===== src/rtl/oka_pkg.sv =====
// Shared types and helpers for the digit-serial carry-less multiplier.
// States, mode encodings and a generic W x D carry-less partial-product function.
package oka_pkg;

    typedef enum logic [1:0] {
        IDLE = 2'd0,
        MUL  = 2'd1,
        RED  = 2'd2,
        DONE = 2'd3
    } state_t;

    localparam logic MODE_FULL = 1'b0;
    localparam logic MODE_GF   = 1'b1;

    localparam int WIDTH_DEF = 8;
    localparam int DIGIT_DEF = 1;
    localparam int NDIG_DEF  = WIDTH_DEF / DIGIT_DEF;
    localparam int MAXW      = 32;

    // Widest-case helper; dbits selects how many low bits of d form the digit.
    function automatic logic [2*MAXW-1:0] clmul_w_d(input logic [MAXW-1:0] x,
                                                    input logic [MAXW-1:0] d,
                                                    input int dbits);
        logic [2*MAXW-1:0] r;
        r = '0;
        for (int i = 0; i < MAXW; i++) begin
            if (i < dbits && d[i]) begin
                r = r ^ ({{MAXW{1'b0}}, x} << i);
            end
        end
        return r;
    endfunction

endpackage


===== src/rtl/oka_clmul_digit.sv =====
// Combinational W x D carry-less partial product, shifted to digit position idx
// and XORed into the running 2W-bit accumulator.
module oka_clmul_digit #(
    parameter int WIDTH = 8,
    parameter int DIGIT = 1,
    parameter int CW    = 3
) (
    input  logic [WIDTH-1:0]   a,
    input  logic [DIGIT-1:0]   digit,
    input  logic [CW-1:0]      idx,
    input  logic [2*WIDTH-1:0] acc_in,
    output logic [2*WIDTH-1:0] acc_out
);

    logic [2*WIDTH-1:0] part;

    always_comb begin
        part = '0;
        for (int i = 0; i < DIGIT; i++) begin
            if (digit[i]) begin
                part = part ^ ({{WIDTH{1'b0}}, a} << i);
            end
        end
        acc_out = acc_in ^ (part << (DIGIT * int'(idx)));
    end

endmodule


===== src/rtl/oka_clmul_seq.sv =====
// Digit-serial carry-less multiplier with optional reduction mod x^W + POLY.
// Valid/ready on both sides; one operation in flight at a time.
module oka_clmul_seq
    import oka_pkg::*;
#(
    parameter int               WIDTH = 8,
    parameter int               DIGIT = 1,
    parameter logic [WIDTH-1:0] POLY  = WIDTH'(8'h1B)
) (
    input  logic               clk,
    input  logic               rst,
    input  logic               in_valid,
    output logic               in_ready,
    input  logic [WIDTH-1:0]   a,
    input  logic [WIDTH-1:0]   b,
    input  logic               mode,
    output logic               out_valid,
    input  logic               out_ready,
    output logic [2*WIDTH-1:0] y
);

    localparam int NDIG = WIDTH / DIGIT;
    localparam int CW   = (NDIG > 1) ? $clog2(NDIG) : 1;
    localparam int AW   = $clog2(2 * WIDTH);

    if (WIDTH < 2 || (WIDTH % DIGIT) != 0) begin : g_bad_params
        $error("oka_clmul_seq: WIDTH must be >= 2 and a multiple of DIGIT");
    end

    state_t             state, state_next;
    logic [WIDTH-1:0]   a_q, b_q;
    logic               mode_q;
    logic [2*WIDTH-1:0] acc, mul_next, red_next;
    logic [CW-1:0]      cnt;
    logic               last_digit;

    assign last_digit = (cnt == CW'(NDIG - 1));

    oka_clmul_digit #(
        .WIDTH (WIDTH),
        .DIGIT (DIGIT),
        .CW    (CW)
    ) u_digit (
        .a       (a_q),
        .digit   (b_q[DIGIT*int'(cnt) +: DIGIT]),
        .idx     (cnt),
        .acc_in  (acc),
        .acc_out (mul_next)
    );

    // Reduction walks D bits per cycle from the top, clearing each set bit in order.
    always_comb begin
        logic [AW-1:0] j;
        red_next = acc;
        j        = '0;
        for (int i = 0; i < DIGIT; i++) begin
            j = AW'(2*WIDTH - 1 - DIGIT*int'(cnt) - i);
            if (red_next[j]) begin
                red_next = red_next ^ ({{(WIDTH-1){1'b0}}, 1'b1, POLY} << (int'(j) - WIDTH));
            end
        end
    end

    always_ff @(posedge clk or posedge rst) begin
        if (rst) begin
            state <= IDLE;
        end else begin
            state <= state_next;
        end
    end

    always_comb begin
        state_next = state;
        in_ready   = 1'b0;
        out_valid  = 1'b0;
        case (state)
            IDLE: begin
                in_ready = 1'b1;
                if (in_valid) state_next = MUL;
            end
            MUL: begin
                if (last_digit) state_next = (mode_q == MODE_GF) ? RED : DONE;
            end
            RED: begin
                if (last_digit) state_next = DONE;
            end
            DONE: begin
                out_valid = 1'b1;
                if (out_ready) state_next = IDLE;
            end
            default: state_next = IDLE;
        endcase
    end

    // The counter wraps after the last MUL digit so RED starts at zero.
    always_ff @(posedge clk or posedge rst) begin
        if (rst) begin
            a_q    <= '0;
            b_q    <= '0;
            mode_q <= MODE_FULL;
            acc    <= '0;
            cnt    <= '0;
        end else begin
            case (state)
                IDLE: begin
                    if (in_valid) begin
                        a_q    <= a;
                        b_q    <= b;
                        mode_q <= mode;
                        acc    <= '0;
                        cnt    <= '0;
                    end
                end
                MUL: begin
                    acc <= mul_next;
                    cnt <= last_digit ? '0 : cnt + 1'b1;
                end
                RED: begin
                    acc <= red_next;
                    cnt <= last_digit ? '0 : cnt + 1'b1;
                end
                default: ;
            endcase
        end
    end

    assign y = acc;

endmodule


===== config.mk =====
export PLATFORM = sky130hd
export DESIGN_NAME = oka_clmul_seq
export DESIGN_NICKNAME = d
export VERILOG_FILES = /design/src/rtl/oka_pkg.sv /design/src/rtl/oka_clmul_digit.sv /design/src/rtl/oka_clmul_seq.sv
export SDC_FILE = /design/constraint.sdc
export NUM_CORES = 1
export LEC_CHECK = 0
export ABC_AREA = 0
export CAP_MARGIN = 20
export CORE_ASPECT_RATIO = 0.9
export CORE_MARGIN = 8
export CORE_UTILIZATION = 58
export CTS_CLUSTER_DIAMETER = 30
export DETAILED_ROUTE_END_ITERATION = 6
export PLACE_DENSITY = 0.85
export REMOVE_ABC_BUFFERS = 1
export SYNTH_ARGS = -nofsm -noshare
export SYNTH_HDL_FRONTEND = slang
export SYNTH_SLANG_ARGS = --single-unit

===== constraint.sdc =====
create_clock -name clk -period 3.82 [get_ports clk]
set_clock_uncertainty 0.05 [all_clocks]
set_input_delay 0.382 -clock clk [delete_from_list [all_inputs] [get_ports clk]]
set_output_delay 0.382 -clock clk [all_outputs]
set_load 0.03 [all_outputs]

Word-level counts from Yosys, hierarchy flattened
Cells that the tools add are included.
{"block": "totals", "regBits": 38, "output_inout_bits": 18, "word_cells": 49}
{"block": "op_classes", "n_addsub": 3, "magnitude_cmp": 1, "n_eq_ne": 9, "shifts": 3, "muxes": 17, "bitwise_logic": 2, "reduce_logical": 8}
{"operator": "one-hot mux 16 bit (3 select lines)", "count": 1}
{"operator": "two-way mux 16 bit", "count": 2}
{"operator": "<< shifter 9 x 32 -> 16 bit (first input constant)", "count": 1}
{"operator": "bitwise XOR 16 bit", "count": 2}
{"operator": "<< shifter 16 x 3 -> 16 bit", "count": 1}
{"operator": "inequality test 2 bit (second input constant)", "count": 5}
{"operator": "two-way mux 2 bit", "count": 4}
{"operator": "two-way mux 8 bit", "count": 1}
{"operator": "one-hot mux 2 bit (4 select lines)", "count": 1}
{"operator": "indexed part select 8 x 4 -> 1 bit", "count": 1}
{"operator": "two-way mux 3 bit", "count": 2}
{"operator": "one-hot mux 3 bit (2 select lines)", "count": 1}
{"operator": "less-than comparator 4 x 5 -> 1 bit (second input constant)", "count": 1}
{"operator": "subtractor 4 x 4 -> 5 bit (second input constant)", "count": 1}
{"operator": "binary-select mux 1 bit (select 4 bit)", "count": 1}
{"operator": "== test 2 bit (second input constant)", "count": 2}
{"operator": "two-way mux 1 bit", "count": 4}
{"operator": "AND reduction 2 bit", "count": 2}
{"operator": "AND reduction 4 bit", "count": 1}
{"operator": "subtractor 4 x 3 -> 4 bit (first input constant)", "count": 1}
{"operator": "adder 3 x 1 -> 3 bit (second input constant)", "count": 1}
{"operator": "== test 3 bit (second input constant)", "count": 1}
{"operator": "AND reduction 3 bit", "count": 1}
{"operator": "nonzero test 3 bit", "count": 1}
{"operator": "other kinds (4)", "count": 4}

Logic depth before layout (Yosys ltp)
Gate-level depths: netlist (run 1).
{"block": "depth", "depth_word": 6, "mapped_depth": 10}

By module
Synthesis (run 1) repeated with hierarchy kept, for this count alone.
{"block": "unflattened", "hier_cells": 256, "hier_area_um2": 2682.6}
{"mod": "oka_clmul_seq", "n_inst": 1, "cells_each": 191, "area_per_inst_um2": 2224.6, "seq_area_each_um2": 950.9}
{"mod": "oka_clmul_digit", "n_inst": 1, "cells_each": 65, "area_per_inst_um2": 457.9, "seq_area_each_um2": 0.0}

Least setup slack after synthesis (run 1)
No wires, ideal clock.
{"block": "synth_timing", "kind": "reg2reg", "from": "reg cnt[0]", "to": "reg acc[3] (netlist: y[3])", "setup_time_ns": 0.126, "arrival_time_ns": 2.065, "required_ns": 3.644, "slack_ns": 1.579, "path_stages_with_launch": 8, "synth_period_minus_slack_ns": 2.241, "path_cell_list": "dfrtp_1 buf_6 mux4_2 and2_4 o31ai_4 buf_6 nor3_1 a221o_1"}
{"block": "synth_between", "elab_chain_len": 6, "elab_cells_between_ends": 14}
{"element": "start, declared", "line": "oka_clmul_seq.sv:34", "text": "logic [CW-1:0] cnt;"}
{"element": "start signal, assigned", "line": "oka_clmul_seq.sv:116", "text": "cnt <= last_digit ? '0 : cnt + 1'b1;"}
{"element": "start signal, assigned", "line": "oka_clmul_seq.sv:120", "text": "cnt <= last_digit ? '0 : cnt + 1'b1;"}
{"element": "subtractor 4 x 3 -> 4 bit", "line": "oka_clmul_seq.sv:57", "text": "j = AW'(2*WIDTH - 1 - DIGIT*int'(cnt) - i);"}
{"element": "subtractor 4 x 4 -> 5 bit", "line": "oka_clmul_seq.sv:59", "text": "red_next = red_next ^ ({{(WIDTH-1){1'b0}}, 1'b1, POLY} << (int'(j) - WIDTH));"}
{"element": "<< shifter 9 x 32 -> 16 bit", "line": "oka_clmul_seq.sv:59"}
{"element": "bitwise XOR 16 bit", "line": "oka_clmul_seq.sv:59"}
{"element": "two-way mux 16 bit", "line": "oka_clmul_seq.sv:58", "text": "if (red_next[j]) begin"}
{"element": "one-hot mux 16 bit (3 select lines)", "line": "oka_clmul_seq.sv:104", "text": "case (state)"}
{"element": "end signal, assigned", "line": "oka_clmul_seq.sv:115", "text": "acc <= mul_next;"}
{"element": "end signal, assigned", "line": "oka_clmul_seq.sv:119", "text": "acc <= red_next;"}
{"element": "end, declared", "line": "oka_clmul_seq.sv:33", "text": "logic [2*WIDTH-1:0] acc, mul_next, red_next;"}
Parallel ways exist; a longest one is shown, timed or not. The select of a mux whose other input is x is not followed.
A chain may end at the register's enable or synchronous reset.

Worst setup path in the final report (run 1)
{"block": "layout_timing", "from": "reg cnt[1]", "to": "reg acc[1] (netlist: y[1])"}
Same word-level chain as after synthesis.

==> results of run 1 <==
-- kinds of logic (layout without fill, tap and decap cells) --
family | after synthesis | count (layout) | synth area share [%]
simple gates | 71 | 71 | 13.1
xor+xnor | 2 | 2 | 0.685
fa+ha+maj | 11 | 11 | 5.38
flops | 38 | 38 | 37.2
buf+inv | 29 | 64 | 5.24
mux | 45 | 45 | 18.9
compound gates | 62 | 62 | 19.5
-- through the flow --
stage	total power (µW)	hold WS, ps
4_1_cts	2840	459
3_3_place_gp	2500	437
6_report	2860	456
5_1_grt	3050	470
3_5_place_dp	2560	443
2_1_floorplan	2030	429
-- routing by layer --
layer | global-route usage (%) | share of wire, % | vias up
met5 | 0 | 0 | -
met4 | 8.39 | 2.7 | 0
met3 | 4.74 | 7.4 | 24
met2 | 32.8 | 48 | 126
met1 | 24.7 | 42 | 1073
li1 | - | - | 1021
-- final timing paths --
path | cells after the start | to | start | slack, ps
worst max-delay path | 6 | y[1] | cnt[1] | 970
worst min-delay path | 1 | b_q[4] | b_q[4] | 460
worst max register to register | 6 | y[1] | cnt[1] | 970
worst min register to register | 1 | b_q[4] | b_q[4] | 460
max in group asynchronous | 3 | y[5] | rst | 2890
min in group asynchronous | 3 | state[0] | rst | 470
-- registers in the layout, indices dropped and copies added (netlist names) --
signal,count
a_q,8
cnt,3
y,16
state,2
mode_q,1
b_q,8
-- cells in the mapped netlist (2+ instances only) --
| master | instances |
|---|---|
| o311ai_1 | 2 |
| nand2_1 | 26 |
| ha_1 | 11 |
| nor4_1 | 2 |
| buf_6 | 2 |
| a31oi_1 | 3 |
| dfrtp_1 | 38 |
| o21ai_0 | 8 |
| o211ai_1 | 3 |
| and3_1 | 2 |
| o22ai_1 | 4 |
| o31ai_1 | 4 |
| clkbuf_1 | 9 |
| o21ai_1 | 4 |
| nor3_1 | 3 |
| nor2_1 | 15 |
| buf_4 | 2 |
| nand3_1 | 7 |
| nand2b_1 | 3 |
| a21o_1 | 5 |
| mux2i_1 | 27 |
| or3_1 | 6 |
| xnor2_1 | 2 |
| buf_2 | 2 |
| mux2_2 | 17 |
| a21oi_1 | 4 |
| nor2b_1 | 2 |
| a32oi_1 | 3 |
| o32ai_1 | 4 |
| o221ai_1 | 3 |
| inv_1 | 13 |
| and2_1 | 2 |
-- report_power, final --
group          internal (µW)  leakage [µW]  switching [µW]  total (µW)
registers                580      0.000478             179         759
logic                    745      0.000777            1090        1830
clock network            126     0.0000383             142         268
total                   1450       0.00129            1410        2860
-- layout make-up --
cell class	instances	area, µm²	share of cell area (%)
multi-input cells	191	1470	48.3
repair buffers	43	418	13.7
inverters	14	52.6	1.72
clock buffers	7	76.3	2.51
well taps	62	77.6	2.55
flip-flops and latches	38	951	31.2
==> impl_metrics.py, run 1 <==
metrics = {
    "clocking": {
        "tritoncts": "built",
        "clk_pin_slew_ps": 70,
        "h-tree-depth": 2,
        "cts.sink_count": 38,
        "cts_resized": 0,
        "root_buffer": "clkbuf_8",
        "clk_latency_ps": 300,
        "postCtsSetupRepairBufs": 0,
        "cts_inserted_buffers": 5,
        "clockBufferDepth": 2,
        "cts_hold_buf": 0,
    },
    "sta": {
        "period_needed_ps": 2850,
        "finalCritPeriodShare_pct": 74.7,
        "hold_viol_final": 0,
        "rsz0062_at_grt": "no",
        "max_freq_ghz": 0.351,
        "maxSlewHeadroom_pct": 39.6,
        "worstMarginPinSlew_ps": 905,
        "setup_violations": 0,
        "maxSlewViolCount": 0,
        "setup_tns_ps": 0,
        "setup_slack_ps": 967,
    },
    "worst_setup_path": {
        "slowest_delay_ps": 940,
        "worst_setup_path_end_kind": "register",
        "worst_ep_required_time_ps": 4010,
        "cp_slowest_cell": "dfrtp_1",
        "start_kind": "register",
        "crit_arrival_ps": 3040,
        "crit_type": "register to register",
        "path_cells": "mux2i_1 > o32ai_4 > o21ai_4 > or3_1 > a2111oi_1 > a211o_1",
        "worst-path-buf-inv": 0,
        "crit_family": "compound AO/OA/AOI/OAI gates",
        "cp_max_fo": 23,
    },
    "layout": {
        "area_delta_synth_final_pct": 19.2,
        "fin_area_um2": 3050,
        "layout_common_cells": "dfrtp_1, clkdlybuf4s50_1, mux2i_1",
        "drive_gt1_share_pct": 11.9,
        "fillers": 352,
        "final_nets": 325,
        "finalNonFillerCells": 355,
        "antenna_cells": 0,
        "utilization_pct": 70.1,
    },
    "drt": {
        "wire_per_inst_um": 18.5,
        "viasPerCell": 6.32,
        "antenna_left": 0,
        "drc": 1,
        "vias": 2244,
        "routed_wl_um": 6550,
        "first_iter_violations": 219,
        "dr.pass1.iters": 7,
    },
    "worst_hold_path": {
        "min_path_type": "register to register",
    },
    "global_routing": {
        "grt_pass1_vias": 2185,
        "antenna_found_initial": 0,
        "grt-ovfl-total": 0,
        "grt_max_degree": 39,
        "grt_pass1_wl_um": 10700,
        "track_usage_pct": 20.0,
    },
    "power_and_ir_drop": {
        "leakage_uw": 0.00129,
        "ir_drop_uv": 497,
        "powerDensity_nw_per_um2": 938,
    },
    "yosys": {
        "yosys.area.top_type": "dfrtp_1",
        "synthCells": 258,
        "ys_warn_count": 0,
        "yosysUniqueCellTypes": 52,
        "async_flop_share_pct": 100,
        "synth_edf_count": 0,
        "avgSynthCellArea_um2": 9.91,
        "netlist_area_um2": 2560,
        "synth_top_area_share_pct": 37.2,
        "synthTopCellsByArea": "dfrtp_1, mux2i_1, mux2_2",
        "synth_seq_cells": 38,
        "synth_flop_cell": "dfrtp_1",
        "ys_seq_area_share_pct": 37.2,
    },
    "die": {
        "die_height_um": 79.0,
        "die_w_um": 86.0,
        "dieArea_um2": 6790,
        "initial_core_util_pct": 58.8,
        "std_cell_rows": 23,
        "ios": 39,
        "coreArea_um2": 4350,
    },
    "place": {
        "gp_congestion": 0.916,
        "pre_cts_ws_ps": 1070,
        "dp_hpwl_um": 4540,
        "port_buffers": 38,
        "postPlaceCellArea_um2": 2970,
        "post-place-cells": 348,
    },
    "flow_run": {
        "drv_cap": 0,
    },
    "outcome": {
        "status": "finished with violations",
        "violations": "design-rule violations",
    },
}
No activity file was read; power rests on OpenSTA's default activity.
==> inputs of run 2 (changes only) <==
--- a/config.mk
+++ b/config.mk
@@ -9,10 +9,10 @@
 export CAP_MARGIN = 20
 export CORE_ASPECT_RATIO = 0.9
 export CORE_MARGIN = 8
-export CORE_UTILIZATION = 58
+export CORE_UTILIZATION = 49
 export CTS_CLUSTER_DIAMETER = 30
 export DETAILED_ROUTE_END_ITERATION = 6
-export PLACE_DENSITY = 0.85
+export PLACE_DENSITY = 0.76
 export REMOVE_ABC_BUFFERS = 1
 export SYNTH_ARGS = -nofsm -noshare
 export SYNTH_HDL_FRONTEND = slang
==> constraint.sdc (replaced) <==
create_clock -name clk -period 2.3 [get_ports clk]
set_clock_uncertainty 0.05 [all_clocks]
set_input_delay 0.23 -clock clk [delete_from_list [all_inputs] [get_ports clk]]
set_output_delay 0.23 -clock clk [all_outputs]
set_load 0.03 [all_outputs]
==> impl_metrics.py, run 2 (synthesized netlist as in run 1, its figures left out) <==
metrics = {
    "outcome": {
        "status": "finished, final reports clean",
    },
    "drt": {
        "wire_per_inst_um": 16.6,
        "antenna_left": 0,
        "vias": 2186,
        "routed_wl_um": 6250,
        "dr.pass1.iters": 5,
        "viasPerCell": 5.81,
        "first_iter_violations": 136,
        "drc": 0,
    },
    "clocking": {
        "clk_pin_slew_ps": 80,
        "h-tree-depth": 2,
        "cts_inserted_buffers": 5,
        "postCtsSetupRepairBufs": 0,
        "cts.sink_count": 38,
        "root_buffer": "clkbuf_8",
        "tritoncts": "built",
        "clk_latency_ps": 300,
        "clockBufferDepth": 2,
        "cts_hold_buf": 0,
    },
    "worst_setup_path": {
        "r2r_setup_slack_ps": 80,
        "r2r-end": "y[1]",
        "slowest_delay_ps": 490,
        "rr_worst_depth": 6,
        "crit_type": "register to register",
        "worst_ep_required_time_ps": 2440,
        "crit_arrival_ps": 2350,
        "worstReg2RegStart": "cnt[1]",
        "start_kind": "register",
        "cp_slowest_cell": "dfrtp_1",
        "path_cells": "or2_2 > o32ai_4 > o21ai_4 > or3_1 > and4_1 > a211o_1",
        "worst_setup_path_end_kind": "register",
        "cp_max_fo": 8,
    },
    "power_and_ir_drop": {
        "pwr-share-clk_pct": 11.3,
        "ir_drop_uv": 718,
        "power_frac_seq_pct": 24.2,
        "p_sw_share_pct": 46.2,
        "p_int_uw": 2750,
        "switchingPower_uw": 2370,
        "power_frac_comb_pct": 64.5,
        "powerDensity_nw_per_um2": 1580,
        "leakage_uw": 0.00139,
    },
    "place": {
        "postPlaceCellArea_um2": 3110,
        "port_buffers": 38,
        "post-place-cells": 368,
        "gp_congestion": 0.932,
        "dp_hpwl_um": 4660,
    },
    "sta": {
        "period_needed_ps": 2220,
        "hold_viol_final": 0,
        "setup_tns_ps": 0,
        "setup_violations": 0,
        "maxSlewHeadroom_pct": 64.4,
        "worstMarginPinSlew_ps": 533,
        "max_freq_ghz": 0.451,
        "finalCritPeriodShare_pct": 96.4,
        "maxSlewViolCount": 0,
    },
    "layout": {
        "ff_latch_area_um2": 951,
        "finalNonFillerCells": 376,
        "fillers": 432,
        "layout_common_cells": "dfrtp_1, clkdlybuf4s50_1, mux2i_1",
        "final_nets": 340,
        "area_delta_synth_final_pct": 27.1,
        "largest_reg_flops": 16,
        "drive_gt1_share_pct": 18.1,
        "multi_input_area_um2": 1490,
        "antenna_cells": 0,
        "fin_area_um2": 3250,
    },
    "die": {
        "ios": 39,
        "std_cell_rows": 25,
        "die_height_um": 84.5,
        "dieArea_um2": 7790,
        "coreArea_um2": 5130,
        "initial_core_util_pct": 49.8,
        "die_w_um": 92.1,
    },
    "global_routing": {
        "track_usage_pct": 16.7,
        "antenna_found_initial": 0,
        "grt_pass1_wl_um": 10700,
        "grt_pass1_vias": 2224,
        "grt-ovfl-total": 0,
        "grt_max_degree": 39,
    },
    "flow_run": {
        "drv_cap": 0,
    },
    "worst_hold_path": {
        "min_path_type": "primary input to asynchronous set/reset pin",
    },
}
## run 2: cell type report
cell class                 instances  area share (%)
multi-input combinational        191            45.9
sequential                        38            29.3
timing repair buffer              58            17.1
tap                               67            2.58
clock buffer                       5            2.12
inverter                          14            1.62
clock inverter                     3            1.39
## run 2: per-stage QoR
stage               util [%]  power, µW  hold slack [ps]  setup slack [ps]
finish                  63.3       5120              298              83.8
floorplan                  -       3360              331              -383
global route            63.3       5500              367             -3.06
detailed placement      60.7       4500              448              70.0
global placement        60.7       4430              440               129
CTS                     62.9       5100              315              52.8
## run 2: worst max-delay path by stage
stage | slack (ps) | startpoint | endpoint
floorplan | -380 | cnt[0] | y[3]
global placement | 130 | cnt[1] | y[12]
detailed placement | 70 | cnt[1] | y[12]
CTS | 50 | cnt[1] | y[8]
global route | -3 | cnt[1] | y[1]
finish | 80 | cnt[1] | y[1]
## run 2: layer usage
layer / GRT usage, % / share of wire, % / vias to the layer above / wire length [µm]
met5: 0 / 0 / - / 0
met4: 5.12 / 2.1 / 0 / 133
met3: 3.83 / 6.0 / 20 / 373
met2: 26.4 / 46 / 76 / 2860
met1: 21.8 / 46 / 1034 / 2890
li1: - / - / 1056 / -
## run 2: repair_timing
item,CTS,global route
hold endpoints to repair,0,0
resized for setup,0,3
setup endpoints to repair,0,3
## run 2: power groups by stage
stage               logic (µW)  registers (µW)  clock network, µW
finish                    3300            1240                578
global route              3610            1290                611
CTS                       3260            1240                590
detailed placement        3250            1250                  0
global placement          3190            1240                  0
floorplan                 1950            1410                  0
## run 2: worst max-delay path: cells and delay by family (launching register included)
family | cells | cell delay [ps]
AO/OA/AOI/OAI | 3 | 540
flip-flops | 1 | 490
AND/OR/NAND/NOR | 3 | 1020
